### config.mk
export PLATFORM = sky130hd
export DESIGN_NAME = hazard_scoreboard
export DESIGN_NICKNAME = d
export VERILOG_FILES = /design/src/rtl/hazard_scoreboard.sv
export SDC_FILE = /design/constraint.sdc
export NUM_CORES = 1
export LEC_CHECK = 0
export BUFFER_PORTS_ARGS = -buffer_cell sky130_fd_sc_hd__buf_4
export CAP_MARGIN = 20
export CORE_MARGIN = 1.5
export CORE_UTILIZATION = 42
export CTS_CLUSTER_DIAMETER = 100
export CTS_CLUSTER_SIZE = 10
export DETAILED_ROUTE_END_ITERATION = 12
export PLACE_DENSITY = 0.68
export SLEW_MARGIN = 20
export SYNTH_ARGS = -nofsm -noshare
export SYNTH_HDL_FRONTEND = slang
export SYNTH_SLANG_ARGS = --single-unit
### constraint.sdc
create_clock -name clk -period 1.8 [get_ports clk]
set_input_delay 0.27 -clock clk [delete_from_list [all_inputs] [get_ports clk]]
set_output_delay 0.27 -clock clk [all_outputs]
set_load 0.005 [all_outputs]
### src/rtl/hazard_scoreboard.sv
// hazard_scoreboard: ID-stage hazard detection and EX-stage forwarding select generation.
// Tracks destination tags of in-flight instructions, derives the ID stall (load-use,
// HI/LO busy, MDU structural) and registers forwarding selects so they line up with EX.
module hazard_scoreboard #(
  parameter int REG_W   = 6,
  parameter int MDU_LAT = 4,
  parameter bit FWD_EN  = 1'b1
) (
  input  logic             clk,
  input  logic             rst,
  input  logic             IdValid,
  input  logic [REG_W-1:0] IdReadReg1,
  input  logic [REG_W-1:0] IdReadReg2,
  input  logic [REG_W-1:0] IdWriteReg,
  input  logic             IdIsLoad,
  input  logic             IdIsMdu,
  input  logic             ExFlush,
  output logic             Stall,
  output logic [1:0]       FwdSel1,
  output logic [1:0]       FwdSel2,
  output logic             MduBusy
);

  localparam logic [REG_W-1:0] HILO_TAG = REG_W'(33);
  localparam logic [3:0]       MDU_LOAD = 4'(MDU_LAT);

  // Only EX and MEM occupancy influence any output: the regfile writes through from WB,
  // and MEM's load flag never matters because a load in MEM is always forwardable.
  logic             ex_v_q,    ex_v_d;
  logic [REG_W-1:0] ex_wreg_q, ex_wreg_d;
  logic             ex_ld_q,   ex_ld_d;
  logic             mem_v_q,   mem_v_d;
  logic [REG_W-1:0] mem_wreg_q, mem_wreg_d;
  logic [3:0]       mdu_cnt_q, mdu_cnt_d;
  logic [1:0]       fwd1_q,    fwd1_d;
  logic [1:0]       fwd2_q,    fwd2_d;

  logic hazard;
  logic issue;
  logic mdu_busy;

  // A producer slot matches a source tag; tag 0 is never a dependency.
  function automatic logic match(input logic [REG_W-1:0] r,
                                 input logic             v,
                                 input logic [REG_W-1:0] w);
    return v && (w == r) && (r != '0);
  endfunction

  // Forward source for one operand, youngest producer first; HI/LO is never forwarded.
  function automatic logic [1:0] fwd_sel(input logic [REG_W-1:0] r,
                                         input logic             exv,
                                         input logic [REG_W-1:0] exw,
                                         input logic             exld,
                                         input logic             memv,
                                         input logic [REG_W-1:0] memw);
    if (match(r, exv, exw) && !exld && (r != HILO_TAG)) begin
      return 2'b01;
    end else if (match(r, memv, memw) && (r != HILO_TAG)) begin
      return 2'b10;
    end
    return 2'b00;
  endfunction

  // Combinational hazard detection for the instruction currently in ID.
  always_comb begin
    logic m1_ex, m2_ex, m1_mem, m2_mem;
    logic hilo_rd;
    m1_ex   = match(IdReadReg1, ex_v_q, ex_wreg_q);
    m2_ex   = match(IdReadReg2, ex_v_q, ex_wreg_q);
    m1_mem  = match(IdReadReg1, mem_v_q, mem_wreg_q);
    m2_mem  = match(IdReadReg2, mem_v_q, mem_wreg_q);
    hilo_rd = (IdReadReg1 == HILO_TAG) || (IdReadReg2 == HILO_TAG);
    mdu_busy = (mdu_cnt_q != 4'd0);
    hazard = 1'b0;
    if (ex_ld_q && (m1_ex || m2_ex)) begin
      hazard = 1'b1;
    end
    if (!FWD_EN && (m1_ex || m2_ex || m1_mem || m2_mem)) begin
      hazard = 1'b1;
    end
    if (mdu_busy && (hilo_rd || IdIsMdu)) begin
      hazard = 1'b1;
    end
    hazard = hazard && IdValid;
    Stall  = hazard && !ExFlush;
    issue  = IdValid && !Stall && !ExFlush;
  end

  // Next-state: slots shift every cycle, ID issues or a bubble enters EX.
  always_comb begin
    mem_v_d    = ex_v_q;
    mem_wreg_d = ex_wreg_q;
    ex_v_d     = 1'b0;
    ex_wreg_d  = '0;
    ex_ld_d    = 1'b0;
    fwd1_d     = 2'b00;
    fwd2_d     = 2'b00;
    if (issue) begin
      ex_v_d    = 1'b1;
      ex_wreg_d = IdWriteReg;
      ex_ld_d   = IdIsLoad;
      if (FWD_EN) begin
        fwd1_d = fwd_sel(IdReadReg1, ex_v_q, ex_wreg_q, ex_ld_q, mem_v_q, mem_wreg_q);
        fwd2_d = fwd_sel(IdReadReg2, ex_v_q, ex_wreg_q, ex_ld_q, mem_v_q, mem_wreg_q);
      end
    end
    if (issue && IdIsMdu) begin
      mdu_cnt_d = MDU_LOAD;
    end else if (mdu_cnt_q != 4'd0) begin
      mdu_cnt_d = mdu_cnt_q - 4'd1;
    end else begin
      mdu_cnt_d = 4'd0;
    end
  end

  // State registers with asynchronous clear.
  always_ff @(posedge clk or posedge rst) begin
    if (rst) begin
      ex_v_q     <= 1'b0;
      ex_wreg_q  <= '0;
      ex_ld_q    <= 1'b0;
      mem_v_q    <= 1'b0;
      mem_wreg_q <= '0;
      mdu_cnt_q  <= 4'd0;
      fwd1_q     <= 2'b00;
      fwd2_q     <= 2'b00;
    end else begin
      ex_v_q     <= ex_v_d;
      ex_wreg_q  <= ex_wreg_d;
      ex_ld_q    <= ex_ld_d;
      mem_v_q    <= mem_v_d;
      mem_wreg_q <= mem_wreg_d;
      mdu_cnt_q  <= mdu_cnt_d;
      fwd1_q     <= fwd1_d;
      fwd2_q     <= fwd2_d;
    end
  end

  assign FwdSel1 = fwd1_q;
  assign FwdSel2 = fwd2_q;
  assign MduBusy = mdu_busy;

endmodule

==> impl_metrics.json <==
{
  "timing.rr.start": "ex_wreg_q[1]",
  "antenna_found_initial": 0,
  "cts_buffer_depth": 2,
  "slew_violations": 0,
  "critPathLaunchType": "flop",
  "rr_worst_depth": 12,
  "synth_cells": 114,
  "final_layout_size_suffix_gt1_share_pct": 50.8,
  "reg2reg_to": "FwdSel1[1]",
  "grt_pass1_wl_um": 4880,
  "vias_per_cell": 5.20,
  "critPathMaxFanout": 2,
  "cellLeakagePower_uw": 0.000851,
  "holdPathEnd": "ex_ld_q",
  "core_sq_mm": 0.00276,
  "synth.ff_latch_count": 23,
  "clk_latency_ns": 0.33,
  "initialDrtViolationCount": 38,
  "hold_depth": 2,
  "hold_ws_ns": 0.146,
  "initial_core_util_pct": 44.5,
  "final-hold-violation-count": 0,
  "violations": "setup timing",
  "worstPathArrival_ns": 1.97,
  "post-route-min-period_ns": 2.24,
  "cts_buffers": 3,
  "cts_sinks": 23,
  "worst_hold_path_type": "input port to flop",
  "peakVddDrop_uv": 754,
  "hpwlAfterDp_um": 2210,
  "post_synth_num_cell_types": 35,
  "setup_viol": 13,
  "drc_errors": 0,
  "cap_viol_max_count": 0,
  "die_x_um": 57.0,
  "wl_per_cell_um": 14.4,
  "antenna_left": 0,
  "power_density_mw_per_mm2": 774,
  "portBuffers": 29,
  "grt_pass1_vias": 1115,
  "fmax_mhz": 446,
  "rsz0062_at_grt": "true",
  "dr.pass1.iters": 4,
  "r2r_slack_ns": -0.43,
  "groute.usage.overall_pct": 19.2,
  "yosys_warnings": 0,
  "syn_avg_cell_area_sq_um": 10.8,
  "io_pins": 30,
  "final_nets": 205,
  "cts_tree": "done",
  "grt_overflow": 0,
  "cts_root_buf": "clkbuf_4",
  "critical_path_class": "flop to output port",
  "placed_area_sq_mm": 0.00165,
  "wl_um": 3030,
  "hold_path_startpoint": "IdIsLoad",
  "cts.clk_slew.worst_paths_ns": 0.14,
  "antennaDiodeCount": 0,
  "design.die.area_sq_mm": 0.00325,
  "syn2layout_area_growth_pct": 50.0,
  "setup_slack_ns": -0.440,
  "finClkSkew_ns": 0.0120,
  "relSlewSlack_pct": 60.8,
  "place.gp.congestion": 0.857,
  "critPathCaptureType": "output port",
  "min_period_over_period_pct": 124,
  "status": "complete, but fails checks",
  "rows": 19,
  "die_h_um": 57.0,
  "via_count": 1092,
  "tightest_slew_ns": 0.586,
  "yosysSeqAreaShare_pct": 46.9,
  "synthesis.nets": 139,
  "critPathRequiredTime_ns": 1.53,
  "grt_max_degree": 24,
  "cts-htree-levels": 1,
  "final_area_sq_mm": 0.00184,
  "synthesis.area_sq_mm": 0.00123
}
synth_stat cells, drive strengths merged:
library cell / number / share of area, %
dfrtp: 23 / 47
xnor2: 21 / 15
and2: 9 / 5.3
nand3: 5 / 2.0
nor2: 5 / 1.5
o21ai: 5 / 2.0
a21oi: 4 / 1.6
inv: 4 / 1.2
nand4: 4 / 2.0
nor2b: 4 / 2.0
and3: 3 / 1.6
nand2: 3 / 0.92
nor3: 3 / 1.2
a221oi: 2 / 1.4
buf: 2 / 1.3
nor3b: 2 / 1.6
nor4: 2 / 2.2
o31ai: 2 / 2.3
or3: 2 / 1.0
a211oi: 1 / 0.61
a21o: 1 / 0.61
a31oi: 1 / 0.51
and4b: 1 / 0.82
ha: 1 / 1.0
o21a: 1 / 0.61
or2: 1 / 0.51
or4: 1 / 0.92
or4b: 1 / 0.82
metal layers:
metal	global-route usage, %	vias to the layer above	wire [um]
li1	-	533	-
met1	22.3	522	1240
met2	36.5	31	1610
met3	2.04	6	128
met4	6.64	0	59
met5	0	-	0
report_power, final:
group / switching [uW] / internal, uW / leakage [uW]
Sequential: 59.6 / 583 / 0.000310
Clock: 170 / 83.4 / 0.0000177
Combinational: 215 / 312 / 0.000524
layout by cell type, fill, tap and decap left out, types with 2 or more instances in the layout:
cell type and n:
a21oi_1 4, and2_2 7, and3_1 2, buf_4 60, buf_6 2, clkbuf_4 3, dfrtp_1 23, inv_1 3
nand2_1 3, nand3_1 4, nand4_1 4, nor2_1 5, nor2b_1 2, nor2b_4 2, nor3_1 2, o21ai_0 5
o31ai_4 2, or3_1 2, xnor2_1 18, xnor2_2 3
cells by family (layout without fill, tap and decap cells):
kind of cell,after synthesis,count (layout),share of synthesized area (%)
compound gates,17,17,9.80
xor+xnor,21,21,15.0
fa+ha+maj,1,1,1.02
buf+inv,6,71,2.55
flops,23,23,46.9
simple gates,46,46,24.7
through the flow:
step	power [uW]	setup WS [ns]	std cells	utilization (%)	setup TNS [ns]
2_1_floorplan	862	0.0623	114	-	0
3_3_place_gp	1070	-0.212	197	60.0	-2.16
3_5_place_dp	1100	-0.317	197	60.0	-3.37
4_1_cts	1390	-0.436	209	64.6	-1.89
5_1_grt	1510	-0.542	210	66.7	-4.67
6_report	1420	-0.440	210	66.7	-2.51
registers in the layout, indices dropped and copies added, names as in the netlist:
| signal | count |
|---|---|
| FwdSel1 | 2 |
| FwdSel2 | 2 |
| ex_ld_q | 1 |
| ex_v_q | 1 |
| ex_wreg_q | 6 |
| mdu_cnt_q | 4 |
| mem_v_q | 1 |
| mem_wreg_q | 6 |
critical path, cell delays in order, from the launching register on:
cell and delay (ns):
dfrtp_1 0.41, xnor2_1 0.16, nand4_1 0.16, or4b_4 0.58, o31ai_4 0.08, o21a_1 0.15, buf_4 0.11
how the worst max path moves through the flow:
| stage | startpoint | endpoint | slack, ns | cells past startpoint |
|---|---|---|---|---|
| floorplan | ex_wreg_q[1] | ex_ld_q | 0.06 | 6 |
| global placement | IdReadReg2[1] | FwdSel1[1] | -0.21 | 6 |
| detailed placement | IdReadReg2[1] | FwdSel1[1] | -0.32 | 6 |
| CTS | ex_wreg_q[2] | Stall | -0.44 | 6 |
| global route | ex_wreg_q[1] | Stall | -0.54 | 6 |
| finish | ex_wreg_q[1] | Stall | -0.44 | 6 |
repair_timing:
action	4_1_cts	5_1_grt
resized for setup	8	10
buffers inserted	7	1
endpoints found under the setup margin	14	14
endpoints found under the hold margin	23	0
pin swaps	5	6
hold buffers	1	0
area by class of cell:
| class | instances | area, sq um |
|---|---|---|
| clock buffers | 3 | 22.5 |
| inverters | 4 | 15.0 |
| repair buffers | 63 | 483 |
| clock inverters | 1 | 5.00 |
| fillers | 227 | 918 |
| multi-input cells | 85 | 699 |
| flip-flops and latches | 23 | 576 |
| well taps | 31 | 38.8 |
Note: power is estimated with default switching activity, not from simulation.
